===== src/rtl/cd_cfg_if.sv =====
// Valid/ready write port carrying one address/data word.
// Used for both the host write side and the CD configuration side.
interface cd_cfg_if #(
   parameter int ADDR_W = 4,
   parameter int DATA_W = 14
);
   logic [ADDR_W-1:0] addr;
   logic [DATA_W-1:0] data;
   logic              valid;
   logic              ready;

   modport master (output addr, output data, output valid, input ready);
   modport slave  (input addr, input data, input valid, output ready);
endinterface


===== src/rtl/cd_cfg_initiator.sv =====
// CD configuration initiator: writes the four-entry divider boot table, then forwards host writes.
// Define CD_CFG_TIMEOUT_EN to abort a transfer stalled for TIMEOUT cycles and raise a sticky err_o.
//
// state  | meaning
// IDLE   | no sequence running; host writes and start accepted here
// BOOT   | writing boot table entry idx_q
// HOST   | writing the captured host word
module cd_cfg_initiator #(
   parameter int ADDR_W   = 4,
   parameter int DATA_W   = 14,
   parameter int DIV_VGA  = 2,
   parameter int DIV_UART = 868,
   parameter int DIV_LM   = 1000,
   parameter int DIV_DB   = 5000,
   parameter int TIMEOUT  = 255
) (
   input  logic     clk_i,
   input  logic     rst_i,
   input  logic     start_i,
   cd_cfg_if.slave  host,
   cd_cfg_if.master cfg,
   output logic     busy_o,
   output logic     done_o,
   output logic     err_o
);

   typedef enum logic [1:0] {S_IDLE, S_BOOT, S_HOST} state_e;

   if (TIMEOUT < 1) begin : g_bad_timeout
      $error("cd_cfg_initiator: TIMEOUT must be at least 1");
   end

   state_e            state_q, state_d;
   logic [1:0]        idx_q, idx_d;
   logic [1:0]        idx_nxt;
   logic [ADDR_W-1:0] addr_q, addr_d;
   logic [DATA_W-1:0] data_q, data_d;
   logic              valid_q, valid_d;
   logic              busy_q, busy_d;
   logic              done_q, done_d;
   logic              pend_q, pend_d;
   logic              xfer;

`ifdef CD_CFG_TIMEOUT_EN
   localparam int STALL_W = (TIMEOUT < 255) ? 8 : $clog2(TIMEOUT + 1);
   logic [STALL_W-1:0] stall_q, stall_d;
   logic               err_q, err_d;
`endif

   function automatic logic [DATA_W-1:0] boot_val(input logic [1:0] i);
      logic [DATA_W-1:0] v;
      unique case (i)
         2'd0:    v = DATA_W'(DIV_VGA);
         2'd1:    v = DATA_W'(DIV_UART);
         2'd2:    v = DATA_W'(DIV_LM);
         default: v = DATA_W'(DIV_DB);
      endcase
      return v;
   endfunction

   assign xfer    = valid_q && cfg.ready;
   assign idx_nxt = idx_q + 2'd1;

   // pend_q makes the first edge out of reset behave like a start pulse
   always_ff @(posedge clk_i) begin
      if (rst_i) begin
         state_q <= S_IDLE;
         idx_q   <= '0;
         addr_q  <= '0;
         data_q  <= '0;
         valid_q <= 1'b0;
         busy_q  <= 1'b0;
         done_q  <= 1'b0;
         pend_q  <= 1'b1;
`ifdef CD_CFG_TIMEOUT_EN
         stall_q <= '0;
         err_q   <= 1'b0;
`endif
      end else begin
         state_q <= state_d;
         idx_q   <= idx_d;
         addr_q  <= addr_d;
         data_q  <= data_d;
         valid_q <= valid_d;
         busy_q  <= busy_d;
         done_q  <= done_d;
         pend_q  <= pend_d;
`ifdef CD_CFG_TIMEOUT_EN
         stall_q <= stall_d;
         err_q   <= err_d;
`endif
      end
   end

   always_comb begin
      state_d = state_q;
      idx_d   = idx_q;
      addr_d  = addr_q;
      data_d  = data_q;
      valid_d = valid_q;
      done_d  = 1'b0;
      pend_d  = pend_q;
`ifdef CD_CFG_TIMEOUT_EN
      err_d   = err_q;
      stall_d = stall_q;
`endif
      unique case (state_q)
         S_IDLE: begin
            if (pend_q || start_i) begin
               state_d = S_BOOT;
               idx_d   = 2'd0;
               addr_d  = '0;
               data_d  = boot_val(2'd0);
               valid_d = 1'b1;
               pend_d  = 1'b0;
`ifdef CD_CFG_TIMEOUT_EN
               err_d   = 1'b0;
`endif
            end else if (host.valid) begin
               state_d = S_HOST;
               addr_d  = host.addr;
               data_d  = host.data;
               valid_d = 1'b1;
            end
         end
         S_BOOT: begin
            if (xfer) begin
               if (idx_q == 2'd3) begin
                  state_d = S_IDLE;
                  valid_d = 1'b0;
                  done_d  = 1'b1;
               end else begin
                  idx_d  = idx_nxt;
                  addr_d = ADDR_W'(idx_nxt);
                  data_d = boot_val(idx_nxt);
               end
            end
         end
         S_HOST: begin
            if (xfer) begin
               state_d = S_IDLE;
               valid_d = 1'b0;
               done_d  = 1'b1;
            end
         end
         default: begin
            state_d = S_IDLE;
            valid_d = 1'b0;
         end
      endcase
`ifdef CD_CFG_TIMEOUT_EN
      // counter restarts whenever no word is pending or the current one moves
      if (!valid_q || cfg.ready) begin
         stall_d = '0;
      end else if (stall_q == STALL_W'(TIMEOUT - 1)) begin
         stall_d = '0;
         state_d = S_IDLE;
         valid_d = 1'b0;
         err_d   = 1'b1;
      end else begin
         stall_d = stall_q + 1'b1;
      end
`endif
      busy_d = (state_d != S_IDLE);
   end

   always_comb begin
      host.ready = (state_q == S_IDLE) && !start_i && !pend_q && !rst_i;
      cfg.addr   = addr_q;
      cfg.data   = data_q;
      cfg.valid  = valid_q;
      busy_o     = busy_q;
      done_o     = done_q;
`ifdef CD_CFG_TIMEOUT_EN
      err_o      = err_q;
`else
      err_o      = 1'b0;
`endif
   end

endmodule

===== src/flat_wrapper.sv =====
// flat-port wrapper written by rule: the top's interface ports become plain ports
module cd_cfg_initiator_flat 
#(
   parameter int ADDR_W   = 4,
   parameter int DATA_W   = 14,
   parameter int DIV_VGA  = 2,
   parameter int DIV_UART = 868,
   parameter int DIV_LM   = 1000,
   parameter int DIV_DB   = 5000,
   parameter int TIMEOUT  = 255
)
  (clk_i, rst_i, start_i, busy_o, done_o, err_o, host_addr, host_data, host_valid, host_ready, cfg_addr, cfg_data, cfg_valid, cfg_ready);
  cd_cfg_if #(.ADDR_W(ADDR_W), .DATA_W(DATA_W)) host_i ();
  cd_cfg_if #(.ADDR_W(ADDR_W), .DATA_W(DATA_W)) cfg_i ();
  input  logic clk_i;
  input  logic rst_i;
  input  logic start_i;
  output logic busy_o;
  output logic done_o;
  output logic err_o;
  input wire logic [$bits(host_i.addr)-1:0] host_addr;
  input wire logic [$bits(host_i.data)-1:0] host_data;
  input wire logic [$bits(host_i.valid)-1:0] host_valid;
  output wire logic [$bits(host_i.ready)-1:0] host_ready;
  output wire logic [$bits(cfg_i.addr)-1:0] cfg_addr;
  output wire logic [$bits(cfg_i.data)-1:0] cfg_data;
  output wire logic [$bits(cfg_i.valid)-1:0] cfg_valid;
  input wire logic [$bits(cfg_i.ready)-1:0] cfg_ready;
  assign host_i.addr = host_addr;
  assign host_i.data = host_data;
  assign host_i.valid = host_valid;
  assign host_ready = host_i.ready;
  assign cfg_addr = cfg_i.addr;
  assign cfg_data = cfg_i.data;
  assign cfg_valid = cfg_i.valid;
  assign cfg_i.ready = cfg_ready;
  cd_cfg_initiator #(.ADDR_W(ADDR_W), .DATA_W(DATA_W), .DIV_VGA(DIV_VGA), .DIV_UART(DIV_UART), .DIV_LM(DIV_LM), .DIV_DB(DIV_DB), .TIMEOUT(TIMEOUT)) u_core (.clk_i(clk_i), .rst_i(rst_i), .start_i(start_i), .host(host_i), .cfg(cfg_i), .busy_o(busy_o), .done_o(done_o), .err_o(err_o));
endmodule

===== config.mk =====
export PLATFORM = sky130hd
export DESIGN_NAME = cd_cfg_initiator_flat
export DESIGN_NICKNAME = d
export VERILOG_FILES = /design/src/rtl/cd_cfg_if.sv /design/src/rtl/cd_cfg_initiator.sv /design/src/flat_wrapper.sv
export SDC_FILE = /design/constraint.sdc
export NUM_CORES = 1
export LEC_CHECK = 0
export CORE_UTILIZATION = 38
export DETAILED_ROUTE_END_ITERATION = 12
export GPL_ROUTABILITY_DRIVEN = 0
export HOLD_SLACK_MARGIN = 0.08
export PLACE_DENSITY = 0.78
export SYNTH_ARGS = -nofsm -noshare
export SYNTH_HDL_FRONTEND = slang
export SYNTH_SLANG_ARGS = --single-unit

===== constraint.sdc =====
create_clock -name clk_i -period 1.8 [get_ports clk_i]
set_clock_uncertainty 0.05 [all_clocks]
set_input_delay 0.18 -clock clk_i [delete_from_list [all_inputs] [get_ports clk_i]]
set_output_delay 0.18 -clock clk_i [all_outputs]
set_load 0.02 [all_outputs]

# Yosys cells after proc, flatten, opt, wreduce, memory -nomap -nowiden
# Cells that the tools add are included.
# totals
ff_bits	26
input_bits	23
wordCells	67
# classes
add_sub_neg	1
n_eq_ne	11
muxes	31
n_reduce_logical	16
# op_table
operator	count
two-way mux 14 bit	4
one-hot mux 13 bit (3 select lines)	1
one-hot mux 14 bit (2 select lines)	1
two-way mux 2 bit	8
two-way mux 4 bit	4
AND reduction 4 bit	3
two-way mux 1 bit	8
!= test 2 x 1 -> 1 bit (second input constant)	4
one-hot mux 4 bit (2 select lines)	1
equality test 2 bit (second input constant)	3
one-hot mux 2 bit (3 select lines)	1
equality test 2 x 1 -> 1 bit (second input constant)	2
logical AND 1 bit	4
logical NOT 2 bit	2
one-hot mux 2 bit (2 select lines)	1
nonzero test 2 bit	2
logical NOT 1 bit	3
!= test 3 x 2 -> 1 bit (second input constant)	1
one-hot mux 1 bit (3 select lines)	1
adder 2 x 1 -> 2 bit (second input constant)	1
!= test 2 bit (second input constant)	1
one-hot mux 1 bit (2 select lines)	1
AND reduction 2 bit	1
logical OR 1 bit	1

# Logic depth before layout (Yosys ltp)
# depth
ltp_word	6
ltp_mapped	7

# Worst setup path before layout
# OpenSTA, ideal clock, no wires.
# synth_timing
kind	flip-flop to flip-flop
startpoint	register u_core.state_q[0]
endpoint	register u_core.addr_q[0] (netlist: u_core.cfg.addr[0])
arrival_time_ns	1.463
required_time_ns	1.604
path_slack_ns	0.141
stages_incl_launch_ff	7
synth_period_minus_slack_ns	1.659
path_cell_list	dfxtp_1 -> inv_1 -> ha_1 -> nor3b_4 -> a22oi_4 -> buf_2 -> a211oi_2
# synth_between
elab_chain_len	3
# synth_lines
item	line	source
start: declaration	cd_cfg_initiator.sv:33	state_e state_q, state_d;
start signal: assignment	cd_cfg_initiator.sv:80	state_q <= state_d;
equality test 2 x 1 -> 1 bit or logical NOT 2 bit (tied branches)	cd_cfg_initiator.sv:107	unique case (state_q)
!= test 2 x 1 -> 1 bit (no source line), or another cell as far along	-	
AND reduction 4 bit (no source line)	-	
end signal: assignment	cd_cfg_initiator.sv:82	addr_q <= addr_d;
end: declaration	cd_cfg_initiator.sv:36	logic [ADDR_W-1:0] addr_q, addr_d;
# Several ways; a longest one is shown, not always the timed one.
# A chain may end at the register's enable or synchronous reset.

# Worst setup path after layout
# layout_timing
startpoint	register u_core.state_q[0]
endpoint	register u_core.data_q[10] (netlist: u_core.cfg.data[10])
# layout_between
elab_chain_len	3
# layout_lines
item	line	source
equality test 2 x 1 -> 1 bit or logical NOT 2 bit (tied branches)	cd_cfg_initiator.sv:107	
!= test 2 x 1 -> 1 bit (no source line), or another cell as far along	-	
AND reduction 4 bit (no source line)	-	
end signal: assignment	cd_cfg_initiator.sv:83	data_q <= data_d;
end: declaration	cd_cfg_initiator.sv:37	logic [DATA_W-1:0] data_q, data_d;
# Several ways; a longest one is shown, not always the timed one.

==> impl_metrics.toml <==
[final_layout]
area_growth_pct = 54.9
nFillCells = 267
fin_area_sq_um = 2040
regArea_sq_um = 527
n_antenna_cell = 0
fin_nets = 231
multi_input_area_sq_um = 752
drive_gt1_share_pct = 21.1

[worst_setup_path]
critPathRequiredTime_ps = 1980
cp_num_buf_inv = 3
r2r_start = "u_core.state_q[0]"
ff2ff_setup_slack_ps = 20
cp-start-kind = "flop"
end_kind = "flop"
worstSetupPathType = "reg2reg"
critPathArrivalTime_ps = 1960
crit_family = "buffers and inverters"
crit_fanout = 18
worst_path_largest_cell_delay_ps = 360
slowest_stage = "dfxtp_2"
crit_chain = "inv_1 -> ha_4 -> nor3b_4 -> buf_6 -> a22oi_4 -> clkbuf_16 -> nand2b_1 -> a21oi_1"
worstRegToRegCells = 8
r2r_end = "u_core.cfg.data[10]"

[sta]
rsz0062_at_grt = "yes"
setup_tns_ps = 0
slew_viol_final = 0
hold_viol = 0
post-route-period-util_pct = 99.1
finalSetupViolCount = 0
timing.final.ws_setup_ps = 15.4
max_freq_mhz = 560
period_minus_slack_ps = 1780

[routing]
drtAntennaViolNets = 0
viasPerCell = 5.14
vias = 1250
dr.pass1.iters = 6
avgRoutedWirePerCell_microns = 14.2
drt-total-wl_mm = 3.44
drc_errors = 0
drt-initial-drc-count = 20

[floorplanning]
die_h_microns = 60.8
initial_utilization_pct = 41.4
coreArea_sq_um = 3180
fp-row-count = 20
io-pin-count = 46
die_w_microns = 60.8
die_area_sq_um = 3700

[synthesis]
synth_commonest_cells = "dfxtp_1 (26), a21oi_1 (21), nor2_1 (18)"
ys_types = 29
yosys_register_bits = 26
synth_edf_count = 0
synth_ff_type = "dfxtp_1"
yosysTopAreaCell = "dfxtp_1"
syn_nets = 174
yosys.area.top_type_share_pct = 39.6
async_flop_share_pct = 0
yosysMostFrequentCell = "dfxtp_1"
ys_warn_count = 0
synth_cells = 143
synth_area_leaders = "dfxtp_1 (40%), a211oi_2 (9.5%), a21oi_1 (8.0%)"
seq_area_frac_synth_pct = 39.6
avgSynthCellArea_sq_um = 9.20
syn_area_sq_um = 1320

[clock_tree]
cts.path.max_buffers = 2
cts-buffers-inserted = 3
hold_buffers = 0
clock_sinks = 26
htree_levels = 1
root_buffer = "clkbuf_4"
clk_pin_slew_ps = 150
clk_latency_ps = 330
cts_tree = "done"

[place]
io_buffer_count = 44
dp_slack_ps = -23.8
placed_area_sq_um = 1860
dp_hpwl_mm = 2.29

[global_route]
grt_pass1_wl_mm = 4.91
grtUsageTotal_pct = 17.7
overflow = 0
antenna_found_initial = 0
grt_pass1_vias = 1126
grt_max_degree = 37

[pwr]
p_leak_uw = 0.000763
powerDensity_nw_per_um2 = 874
totalPowerFinal_uw = 1780
ir_drop_uv = 461

[worst_hold_path]
holdCritStartpoint = "host_data[0]"
min_to = "u_core.cfg.data[0]"
hold_depth = 3
hold_path.class = "in2reg"

[job]
cap_violations = 0

[status]
status = "finished clean"
[power by group]
group	total (uW)	leakage, uW	switching, uW	internal, uW
combinational	688	0.000520	329	359
clock	415	0.0000279	189	225
sequential	678	0.000215	40.7	637
total	1780	0.000763	559	1220
[final cells by class]
class                      instances  share of cell area [%]
multi-input combinational        102                    36.9
timing repair buffer              60                    30.7
sequential                        26                    25.9
tap                               44                    2.70
clock inverter                     1                    1.47
inverter                           7                    1.29
clock buffer                       3                    1.11
[per-layer routing]
metal	GRT usage, %	wire [microns]	up-vias	share of wire (%)
met5	0	0	-	0
met4	5.84	82	0	2.4
met3	3.41	227	8	6.6
met2	31.6	1660	49	48
met1	21.4	1470	584	43
li1	-	-	609	-
[sequential cells by signal, summed over array words and instances, names as in the netlist]
name,cells
u_core.pend_q,1
u_core.cfg.data,14
u_core.done_o,1
u_core.idx_q,2
u_core.state_q,2
u_core.cfg.addr,4
u_core.cfg.valid,1
u_core.busy_o,1
[cells by family after synthesis]
| group | after synthesis | synth area share, % |
|---|---|---|
| simple gates | 50 | 21.4 |
| compound gates | 40 | 23.6 |
| flops | 26 | 39.6 |
| buf+inv | 15 | 5.33 |
| fa+ha+maj | 8 | 7.61 |
| mux | 2 | 1.52 |
| other cells | 1 | 0.285 |
| xor+xnor | 1 | 0.666 |
[worst reg2reg max path: stages (launching register included)]
cell,delay (ps)
dfxtp_2,360
inv_1,70
ha_4,170
nor3b_4,150
buf_6,130
a22oi_4,320
clkbuf_16,260
nand2b_1,120
a21oi_1,60
[through the flow]
step	instances	hold slack, ps	util (%)
detailed placement	234	410	58.6
global placement	234	405	58.6
floorplan	143	245	-
global route	243	350	64.1
finish	243	351	64.1
CTS	238	362	60.3
[worst max-delay path by stage]
stage	from	to	slack (ps)	depth (start not counted)
after floorplan	u_core.state_q[0]	u_core.cfg.addr[0]	140	6
after global placement	start_i	host_ready	-20	4
after detailed placement	start_i	host_ready	-20	4
after CTS	u_core.state_q[0]	u_core.cfg.data[12]	10	8
after global routing	u_core.state_q[0]	u_core.cfg.data[10]	-60	8
final	u_core.state_q[0]	u_core.cfg.data[10]	20	8
[cells in the final DEF, fill, tap and decap left out, types with 3 or more instances in the layout]
cell type / instances
inv_1: 6
nand2b_1: 11
clkbuf_4: 3
nor4b_1: 3
ha_1: 5
nor2_1: 18
and2_1: 3
nand3_1: 8
a211oi_2: 10
dfxtp_1: 23
clkbuf_16: 3
clkdlybuf4s50_1: 43
buf_4: 11
a21oi_1: 21
[what timing repair did]
| item | in CTS | in global routing |
|---|---|---|
| setup buffers | 0 | 2 |
| endpoints found under the setup margin | 1 | 21 |
| cloned | 0 | 3 |
| gates resized for setup | 3 | 12 |
| pin swaps | 0 | 1 |
Power figures use the tool's default switching activity.
